[config.mk]
export PLATFORM = sky130hd
export DESIGN_NAME = fetch_issue_ctrl
export DESIGN_NICKNAME = d
export VERILOG_FILES = /design/src/rtl/fetch_issue_ctrl.sv
export SDC_FILE = /design/constraint.sdc
export NUM_CORES = 1
export LEC_CHECK = 0
export BUFFER_PORTS_ARGS = -buffer_cell sky130_fd_sc_hd__buf_2
export CAP_MARGIN = 25
export CORE_UTILIZATION = 55
export CTS_BUF_LIST = sky130_fd_sc_hd__clkbuf_8
export DETAILED_ROUTE_END_ITERATION = 16
export HOLD_SLACK_MARGIN = 0.06
export PLACE_DENSITY = 0.8
export SYNTH_ARGS = -nofsm -noshare
export SYNTH_HDL_FRONTEND = slang
export SYNTH_SLANG_ARGS = --single-unit
[constraint.sdc]
create_clock -name clk -period 5.21 [get_ports clk]
set_clock_uncertainty 0.05 [all_clocks]
set_input_delay 0.521 -clock clk [delete_from_list [all_inputs] [get_ports clk]]
set_output_delay 0.521 -clock clk [all_outputs]
set_load 0.1 [all_outputs]
[src/rtl/fetch_issue_ctrl.sv]
// Fetch sequencer for the dual-bank halfword-interleaved program ROM.
// Holds the halfword fetch PC, steers the ROM bank muxes and keeps a
// two-entry registered issue window for the decoder, with redirect,
// 32-bit prefix pairing and BKPT halt handling.
module fetch_issue_ctrl #(
    parameter int unsigned ADDR_W    = 14,
    parameter int unsigned RESET_PC  = 0,
    parameter bit          BKPT_HALT = 1'b1
) (
    input  logic              clk,
    input  logic              rst_n,
    output logic [ADDR_W-1:0] rom_addr,
    output logic              pc_1,
    output logic              sel_mem_1,
    output logic [1:0]        sel_mem_0,
    input  logic [15:0]       rom_ir0,
    input  logic [15:0]       rom_ir1,
    input  logic              redirect_valid,
    input  logic [ADDR_W:0]   redirect_pc,
    input  logic [1:0]        issue_cnt,
    output logic              ir0_valid,
    output logic [15:0]       ir0,
    output logic [ADDR_W:0]   ir0_pc,
    output logic              ir0_wide,
    output logic              ir1_valid,
    output logic [15:0]       ir1,
    output logic [ADDR_W:0]   ir1_pc,
    output logic              halted
);

    localparam int unsigned PW = ADDR_W + 1;
    localparam logic [ADDR_W:0] PC_RST = PW'(RESET_PC);

    typedef enum logic [1:0] {
        ST_FILL = 2'd0,
        ST_RUN  = 2'd1,
        ST_HALT = 2'd2
    } state_t;

    state_t          state, state_n;
    logic [ADDR_W:0] fpc, fpc_n;
    logic            s0_v, s1_v, s0_v_n, s1_v_n;
    logic [15:0]     s0_n, s1_n;
    logic [ADDR_W:0] s0_pc_n, s1_pc_n;
    logic            wide_n, ir0_valid_n, ir1_valid_n;
    logic [1:0]      take;
    logic            bkpt_hit;

    // ROM row address and bank phase come straight from the fetch PC
    assign rom_addr = fpc[ADDR_W:1];
    assign pc_1     = fpc[0];

    // Clamp the decoder's request to what the window can actually issue
    always_comb begin
        take = 2'd0;
        if (ir0_valid) begin
            if (ir0_wide) begin
                take = (issue_cnt >= 2'd2) ? 2'd2 : 2'd0;
            end else if (ir1_valid) begin
                take = (issue_cnt >= 2'd2) ? 2'd2 : issue_cnt;
            end else begin
                take = (issue_cnt != 2'd0) ? 2'd1 : 2'd0;
            end
        end
        bkpt_hit = BKPT_HALT && (take != 2'd0) && (ir0[15:8] == 8'hBE);
    end

    // Next-state, fetch PC and issue window update
    always_comb begin
        state_n = state;
        fpc_n   = fpc;
        s0_v_n  = s0_v;
        s1_v_n  = s1_v;
        s0_n    = ir0;
        s1_n    = ir1;
        s0_pc_n = ir0_pc;
        s1_pc_n = ir1_pc;

        unique case (state)
            ST_FILL: begin
                s0_v_n  = 1'b1;
                s1_v_n  = 1'b1;
                s0_n    = rom_ir0;
                s1_n    = rom_ir1;
                s0_pc_n = fpc;
                s1_pc_n = fpc + PW'(1);
                fpc_n   = fpc + PW'(2);
                state_n = ST_RUN;
            end
            ST_RUN: begin
                if (bkpt_hit) begin
                    s0_v_n  = 1'b0;
                    s1_v_n  = 1'b0;
                    state_n = ST_HALT;
                end else if (take == 2'd1) begin
                    s0_v_n  = s1_v;
                    s0_n    = ir1;
                    s0_pc_n = ir1_pc;
                    s1_v_n  = 1'b1;
                    s1_n    = rom_ir0;
                    s1_pc_n = fpc;
                    fpc_n   = fpc + PW'(1);
                end else if (take == 2'd2) begin
                    s0_v_n  = 1'b1;
                    s1_v_n  = 1'b1;
                    s0_n    = rom_ir0;
                    s1_n    = rom_ir1;
                    s0_pc_n = fpc;
                    s1_pc_n = fpc + PW'(1);
                    fpc_n   = fpc + PW'(2);
                end
            end
            ST_HALT: begin
                s0_v_n = 1'b0;
                s1_v_n = 1'b0;
            end
            default: begin
                state_n = ST_FILL;
            end
        endcase

        // Redirect overrides everything, including a BKPT consume
        if (redirect_valid) begin
            s0_v_n  = 1'b0;
            s1_v_n  = 1'b0;
            fpc_n   = redirect_pc;
            state_n = ST_FILL;
        end

        wide_n      = s0_v_n && (s0_n[15:11] inside {5'b11101, 5'b11110, 5'b11111});
        ir0_valid_n = s0_v_n && (!wide_n || s1_v_n);
        ir1_valid_n = s1_v_n && !wide_n;
    end

    // State, fetch PC, window contents and issue flags
    always_ff @(posedge clk or negedge rst_n) begin
        if (!rst_n) begin
            state     <= ST_FILL;
            fpc       <= PC_RST;
            s0_v      <= 1'b0;
            s1_v      <= 1'b0;
            ir0       <= '0;
            ir1       <= '0;
            ir0_pc    <= '0;
            ir1_pc    <= '0;
            ir0_valid <= 1'b0;
            ir1_valid <= 1'b0;
            ir0_wide  <= 1'b0;
            halted    <= 1'b0;
            sel_mem_0 <= PC_RST[0] ? 2'd2 : 2'd0;
            sel_mem_1 <= ~PC_RST[0];
        end else begin
            state     <= state_n;
            fpc       <= fpc_n;
            s0_v      <= s0_v_n;
            s1_v      <= s1_v_n;
            ir0       <= s0_n;
            ir1       <= s1_n;
            ir0_pc    <= s0_pc_n;
            ir1_pc    <= s1_pc_n;
            ir0_valid <= ir0_valid_n;
            ir1_valid <= ir1_valid_n;
            ir0_wide  <= wide_n;
            halted    <= (state_n == ST_HALT);
            sel_mem_0 <= fpc_n[0] ? 2'd2 : 2'd0;
            sel_mem_1 <= ~fpc_n[0];
        end
    end

endmodule

==> results of run 1 <==
## layout by cell type (no fill, tap or decap), types with 2 or more instances in the layout
cell | Yosys | layout
o31ai_1 | 5 | 5
a311o_1 | 2 | 2
a21o_1 | 4 | 4
ha_1 | 5 | 5
clkbuf_8 | 0 | 10
xor2_1 | 8 | 8
inv_1 | 8 | 9
o211ai_1 | 5 | 5
o22ai_1 | 3 | 3
nor2_1 | 85 | 85
a22oi_1 | 13 | 13
xnor2_1 | 12 | 12
and2_1 | 2 | 2
mux2_2 | 3 | 3
and4_1 | 2 | 2
a31oi_2 | 1 | 2
mux2i_1 | 5 | 5
buf_4 | 4 | 6
nor2b_1 | 3 | 3
nand2b_1 | 3 | 3
a21oi_1 | 41 | 40
inv_6 | 0 | 2
nand4_1 | 5 | 5
nand2_1 | 94 | 94
buf_2 | 15 | 133
nand3_1 | 14 | 14
dfrtp_1 | 85 | 85
clkinvlp_4 | 0 | 2
o21ai_0 | 17 | 17
a221oi_1 | 2 | 2
a31oi_1 | 35 | 34
nor3_1 | 8 | 8
nand3b_1 | 4 | 4
and3_1 | 5 | 5
a32oi_1 | 2 | 2
a2bb2oi_1 | 2 | 2
## worst max-delay path: cells and delay by family, from the launching register on
kind	cells	cell delay (ns)
simple gates	4	1.29
buf+inv	1	0.09
compound gates	3	0.62
flops	1	0.41
mux	1	0.14
fa+ha+maj	1	0.56
## logic make-up after synthesis
family / share of synthesized area [%]
other: 0.0788
AOI/OAI and AO/OA: 20.8
and+or+nand+nor: 21.6
xor gates and xnor gates: 3.68
DFF: 45.3
adders and majority gates: 1.32
muxes: 1.76
buffers and inverters: 5.52
## metrics by stage
stage / area, µm² / hold slack, ns / std cells / util (%) / setup WS, ns
2_1_floorplan: 4760 / 0.175 / 563 / - / 2.38
3_3_place_gp: 5380 / 0.460 / 758 / 64.9 / 1.92
3_5_place_dp: 5410 / 0.348 / 759 / 65.2 / 1.72
4_1_cts: 5600 / 0.348 / 776 / 67.5 / 1.99
5_1_grt: 5600 / 0.356 / 776 / 67.5 / 1.60
6_report: 5600 / 0.351 / 776 / 67.5 / 1.96
## flip-flops by register name (all words and copies together), names as in the netlist, 2 cells and up
name,cells
fpc,14
ir0,16
ir0_pc,15
ir1,16
ir1_pc,15
state,2
## layout make-up
cell class,instances,area [µm²],area share [%]
timing repair buffer,141,748,13.4
clock buffer,10,138,2.46
sequential,86,2150,38.4
multi-input combinational,420,2360,42.1
clock inverter,6,45.0,0.804
tap,105,131,2.34
inverter,8,30.0,0.536
## power by group through the flow
stage	clock (mW)	sequential [mW]	combinational (mW)
after floorplan	0	2.17	0.425
after global placement	0	1.01	1.88
after detailed placement	0	1.02	1.91
after CTS	0.443	1.01	1.91
after global routing	0.478	1.04	2.00
final	0.439	1.02	1.91
## worst paths after layout
check | startpoint | to | slack [ns] | cells past startpoint
worst max-delay path | ir1_valid | ir0[3] | 1.96 | 10
worst min-delay path | redirect_pc[4] | fpc[4] | 0.35 | 3
worst max register to register | ir1_valid | ir0[3] | 1.96 | 10
worst min register to register | ir0[7] | ir0[7] | 0.49 | 2
max in group asynchronous | rst_n | sel_mem_1 | 3.95 | 3
min in group asynchronous | rst_n | ir0[14] | 0.51 | 2
## metal layers
metal / vias up / GRT usage (%)
met5: - / 0
li1: 2178 / -
met2: 249 / 50.9
met4: 0 / 11.5
met1: 2179 / 41.0
met3: 37 / 6.84
==> metrics.txt, run 1 <==
Setup Buffers After CTS 0; Commonest cells post-synth 94 x nand2_1, 85 x dfrtp_1, 85 x nor2_1; Max Cap Viol 0; worst slew pin tran 0.870 ns; async set-or-reset flop fraction in the synthesized netlist 100%; sequential share of power 30.2%; Die Height between 90 and 100 µm; Port Buffers 134; syn nets 620; Post-synth EDFFs 0; M1 WL 5600 µm; crit-path max FO 19; First-pass DRT Iterations 6; net load switching power 2.03 mW; post_cts resized 0; top cells by area, synth dfrtp_1 45%, nand2_1 7.4%, nor2_1 6.7%, a31oi_1 4.6%, a21oi_1 4.3%; Max rail drop VDD about 0.37 mV; root buf cell clkbuf_8; mean post-synth cell area 8.45 µm²; Main synth FF type dfrtp_1; startpoint types flip-flop; Mapped Cells 563; core area 0.00830 mm²; Seq/Total Area, Yosys 45.3%; Final ANT Viol Nets 0; Leak Pwr roughly 2.6 nW; post-synth cell types 67; Hold Vio Cnt, Final 0; number of hold buffers added after cts 1; H-tree depth 3; Overall Global Routing Usage 31.3%; fill cell count around 700; CP endpoint kind flip-flop; RSZ-0062 raised after global routing no; clk_lat worst skew roughly 0.36 ns; Max Used Layer met4; largest net degree at the start of global routing 73; max_slew headroom 42.0%; WP data required 5.45 ns; Synth area leader dfrtp_1; Syn-to-layout area delta 17.8%; Post-route DRC 0; layout cells sized above 1 25.3%; met2 wire length 6300 µm; minimum clock period between 3 and 4 ns; total CTS buffers 9; Ys Warns 0; grt ovf 0; Post-Route WL 13200 µm; DR WL/cell 17.0 µm; Reg clk slew, reported paths 0.10 ns; Final period util between 60% and 70%; final layout net count approximately 720; total power 3.36 mW; arrival time worst endpoint approximately 3.5 ns; CTS max path bufs 2; num rows 33; Via-to-Cell Ratio approximately 6; DRT iter0 DRCs 470; # clock sinks 86; Sw Ratio between 60% and 70%; Ports around 140; status finished clean; max frequency 308 MHz; setup_tns 0 ns; cell internal pwr around 1.3 mW; Hold WC Path Type primary input to flip-flop; max-slew violations 0; ant diodes 0; Routability Congestion 0.944; final setup vio count 0; Logic pwr share a little under three fifths; vias in the first global route 4437; flop and latch count out of synthesis 86; top-area cell type share of the netlist area 44.7%; WS Path Type flip-flop to flip-flop; clock group share of total power 13.0%; antenna violations before repair 0; Pwr per Cell Area approximately 600 mW/mm²; Critical-path top delay cell nor2_1; Final HPWL DP 9260 µm; CTS tree built; cell area after synthesis 0.00476 mm²; Initial Util 57.3%; Die W 95 µm; global-route wire length before repair between 20000 and 25000 µm; Die ar. ~0.0090 mm²; Crit path largest cell delay 0.73 ns; DR WL met3 1060 µm; most frequent cell after synthesis nand2_1; via count between 4k and 5k; cells along the critical path mux2i_1, nand3b_1, inv_1, ha_1, nor2_1, a21oi_1, nand2_1, nor2_1, a22oi_1, a21oi_1
(Power assumes the default switching activity.)
==> run 2, diff against run 1 <==
CORE_UTILIZATION = 54   (was 55)
PLACE_DENSITY = 0.78   (was 0.8)
clock period = 3.4 ns   (was 5.21 ns; I/O delays follow)
==> metrics.txt, run 2 (same netlist as run 1, synthesis figures left out) <==
cells along the critical path mux2i_1, nand3b_1, ha_1, nor3b_1, nand3_1, nand2_1, a21oi_4, buf_4, nor2_1, a31oi_1; DRT iter0 DRCs 393; commonest non-fill, non-tap cell in the layout buf_2; crit-path max FO 44; ant diodes 0; arrival time worst endpoint 2.80 ns; Post-route DRC 0; Hold Vio Cnt, Final 0; final layout net count ~730; antenna violations before repair 0; Critical-path top delay cell dfrtp_1; Ports 136; Final period util 77.4%; Die Height 95.9 µm; Syn-to-layout area delta 19.4%; RSZ-0062 raised after global routing no; Post-DP Area 0.00545 mm²; worst slew pin tran between 0.5 and 0.6 ns; WP data required between 3 and 4 ns; Crit path largest cell delay 0.41 ns; Pwr per Cell Area 930 mW/mm²; Max Cap Viol 0; Initial Util 56.8%; total power 5.29 mW; global-route wire length before repair slightly above 20000 µm; WS Path Type flip-flop to flip-flop; Hold WC Path Type primary input to flip-flop; Port Buffers ~130; Post-Route WL 12800 µm; Die ar. 0.00919 mm²; # clock sinks 86; Final ANT Viol Nets 0; via count 4599; layout cells sized above 1 26.0%; setup_tns 0 ns; Final HPWL DP a little over 9000 µm; Leak Pwr ~2.6 nW; vias in the first global route ~4.3k; core area 0.00838 mm²; root buf cell clkbuf_8; grt ovf 0; Overall Global Routing Usage around 29%; biggest regs ir0 (16), ir1 (16); CTS max path bufs 2; Design Area, Final 0.00568 mm²; max frequency 380 MHz; CP endpoint kind flip-flop; final setup vio count 0; num rows 33; clk_lat worst skew between 0.3 and 0.4 ns; Via-to-Cell Ratio between 5 and 6; status finished clean; startpoint types flip-flop; H-tree depth 3; fill cell count just over 700; CTS tree built; Reg clk slew, reported paths 0.09 ns; DR WL/cell 16.4 µm; total CTS buffers 9; Routability Congestion 0.953; max_slew headroom between 60% and 70%; Max rail drop VDD 0.543 mV; Die W 95.9 µm; largest net degree at the start of global routing 60; most frequent cells in the layout 133 x buf_2, 94 x nand2_1, 85 x nor2_1, 85 x dfrtp_1, 40 x a21oi_1; max-slew violations 0; post-layout util 67.8%; minimum clock period 2.63 ns; First-pass DRT Iterations 5
==> run 2: cell count changes in the layout (fill, tap and decap cells not counted), sizes merged <==
cell	previous run	this run
inv	11	8
buf	140	146
bufinv	0	2
==> run 2: critical path, delay by kind of cell, from the launching register on <==
kind / cells / cell delay, ns
buf+inv: 1 / 0.32
simple gates: 5 / 1.12
mux: 1 / 0.15
compound gates: 2 / 0.19
flops: 1 / 0.41
fa+ha+maj: 1 / 0.24
==> run 2: worst paths after layout <==
path                            start  endpoint  slack (ns)  cells past startpoint
max                         ir1_valid    ir1[2]        0.77                     10
max reg2reg                 ir1_valid    ir1[2]        0.77                     10
min reg2reg                    ir0[5]    ir0[5]        0.50                      2
max in group asynchronous       rst_n    fpc[3]        2.15                      3
min                        rom_ir1[5]    ir1[5]        0.16                      3
min in group asynchronous       rst_n   ir0[12]        0.41                      2
==> run 2: stage by stage <==
| stage | hold slack, ns | cells | worst slack (ns) |
|---|---|---|---|
| after floorplan | -0.00559 | 563 | 0.568 |
| after global placement | 0.270 | 765 | 0.833 |
| after detailed placement | 0.272 | 765 | 0.709 |
| after CTS | 0.153 | 781 | 0.766 |
| after global routing | 0.167 | 781 | 0.435 |
| final | 0.164 | 781 | 0.768 |
==> run 2: layout make-up <==
type / instances / area (µm²) / area share (%)
clock inverter: 5 / 83.8 / 1.48
clock buffer: 10 / 138 / 2.42
sequential: 86 / 2150 / 37.9
inverter: 8 / 30.0 / 0.529
tap: 105 / 131 / 2.31
multi-input combinational: 420 / 2360 / 41.5
timing repair buffer: 147 / 786 / 13.8
==> run 2: where the power goes <==
| part | switching, mW | internal (mW) |
|---|---|---|
| combinational | 2.45 | 0.492 |
| clock | 0.373 | 0.431 |
| sequential | 0.266 | 1.28 |
==> run 2: timing repair <==
item	in CTS	in global routing
resized for setup	0	0
endpoints found under the hold margin	31	0
buffers inserted	0	0
hold buffers	1	0
==> run 2: per-layer routing <==
layer	up-vias	wire, µm	global-route usage, %
met2	217	6110	47.1
met4	0	178	9.83
met5	-	0	0
met1	2177	5620	39.1
met3	15	925	7.03
li1	2190	-	-
==> run 3, diff against run 2 <==
CORE_UTILIZATION = 49   (was 54)
PLACE_DENSITY = 0.75   (was 0.78)
clock period = 2.15 ns   (was 3.4 ns; I/O delays follow)
==> metrics.txt, run 3 (same netlist as run 1, synthesis figures left out) <==
vias in the first global route about 5.3k; total CTS buffers 9; worst hold slack slightly above 0.06 ns; commonest non-fill, non-tap cell in the layout buf_2; largest net degree at the start of global routing 42; met2 wire length 8630 µm; clk_lat worst skew approximately 0.37 ns; via count roughly 5.5k; Post-Route WL 18000 µm; post-layout util 79.3%; cells along the critical path o211ai_1, buf_4, inv_1, ha_4, mux2i_1, o21ai_0, a31o_2, o211ai_1, nor3_2, a21boi_1; final layout net count 821; Die W slightly above 100 µm; max frequency about 400 MHz; First-pass DRT Iterations 7; Syn-to-layout area delta 55.5%; status finished, violations left; CP top delay family compound AO/OA/AOI/OAI gates; core area 0.00933 mm²; Hold Vio Cnt, Final 0; CTS max path bufs 2; Hold WC Path Type primary input to flip-flop; final non-filler cell total 898; failing checks negative setup slack; fill cell count roughly 570; DR WL/cell about 20 µm; most used cell, CP o211ai_1; num rows 35; global-route wire length before repair ~26000 µm; Final period util 116%; startpoint types flip-flop; Routability Congestion 0.956; Post-DP Area 0.00600 mm²; most frequent cells in the layout 135 x buf_2, 89 x nand2_1, 67 x dfrtp_1; layout cells sized above 1 46.3%; CTS tree built; max-slew violations 0; Critical-path top delay cell dfrtp_4; Final ANT Viol Nets 0; Port Buffers around 130; DR WL met3 1610 µm; Crit path largest cell delay 0.49 ns; Setup WS post-layout -0.346 ns; WS Path Type flip-flop to flip-flop; antenna violations before repair 0; Max rail drop VDD 0.911 mV; Post-route DRC 0; Max Cap Viol 0; Ports 136; max_slew headroom 65.6%; DRT iter0 DRCs 618; Via-to-Cell Ratio 6.08; crit-path max FO 8; WP data required 2.34 ns; Leak Pwr ~3.2 nW; Initial Util roughly 51%; ant diodes 0; Reg clk slew, reported paths 0.09 ns; placed insts between 800 and 900; Die ar. 0.0101 mm²; Design Area, Final 0.00740 mm²; M1 WL 6810 µm; RSZ-0062 raised after global routing yes; biggest regs ir0 (16), ir1 (16); Pwr per Cell Area 1280 mW/mm²; final setup vio count 80; H-tree depth 3; r2r setup slk -0.35 ns; minimum clock period 2.50 ns; Die Height about 100 µm; Max Used Layer met4; grt ovf 0; arrival time worst endpoint 2.69 ns; crit path buf inv count 2; worst slew pin tran 0.519 ns; Overall Global Routing Usage 33.2%; # clock sinks 86; CP endpoint kind flip-flop; root buf cell clkbuf_8; Final HPWL DP 10200 µm
-- run 3: final cells by class --
cell class	instances	area, µm²	share of cell area, %
timing repair buffer	237	1760	23.8
clock inverter	6	93.8	1.27
inverter	8	30.0	0.406
sequential	86	2190	29.6
clock buffer	10	138	1.86
multi-input combinational	422	3020	40.8
tap	129	161	2.18
-- run 3: power breakdown --
group / internal, mW / switching (mW)
registers: 2.04 / 0.411
logic: 1.28 / 4.38
clock network: 0.694 / 0.629
total: 4.02 / 5.42
-- run 3: path summary, 6_finish.rpt --
check	start	end	depth (start not counted)
worst max-delay path	ir1_valid	ir0_valid	10
worst min-delay path	rom_ir0[1]	ir1[1]	3
worst max register to register	ir1_valid	ir0_valid	10
worst min register to register	ir0_pc[1]	ir0_pc[1]	2
max in group asynchronous	rst_n	ir0[10]	3
min in group asynchronous	rst_n	ir1[13]	2
-- run 3: worst min-delay path: stages --
cell	delay, ns
buf_2	0.11
nand2_1	0.05
a31oi_1	0.07
-- run 3: metal layers --
metal,global-route usage [%],vias up
li1,-,2391
met5,0,-
met4,16.3,0
met3,6.93,104
met2,55.0,385
met1,41.4,2579
-- run 3: per-stage QoR --
stage	total power, mW	TNS [ns]	setup slack [ns]
detailed placement	7.41	-12.81	-0.287
CTS	9.13	-8.95	-0.192
finish	9.43	-15.06	-0.346
global placement	7.34	-7.12	-0.196
floorplan	6.44	-8.23	-0.217
global route	9.73	-24.22	-0.499
-- run 3: timing repair --
action | 4_1_cts | 5_1_grt
buffers inserted | 10 | 2
resized for setup | 87 | 56
hold endpoints to repair | 49 | 1
pin swaps | 13 | 22
hold buffers | 30 | 1
endpoints found under the setup margin | 78 | 81
gates cloned | 9 | 0
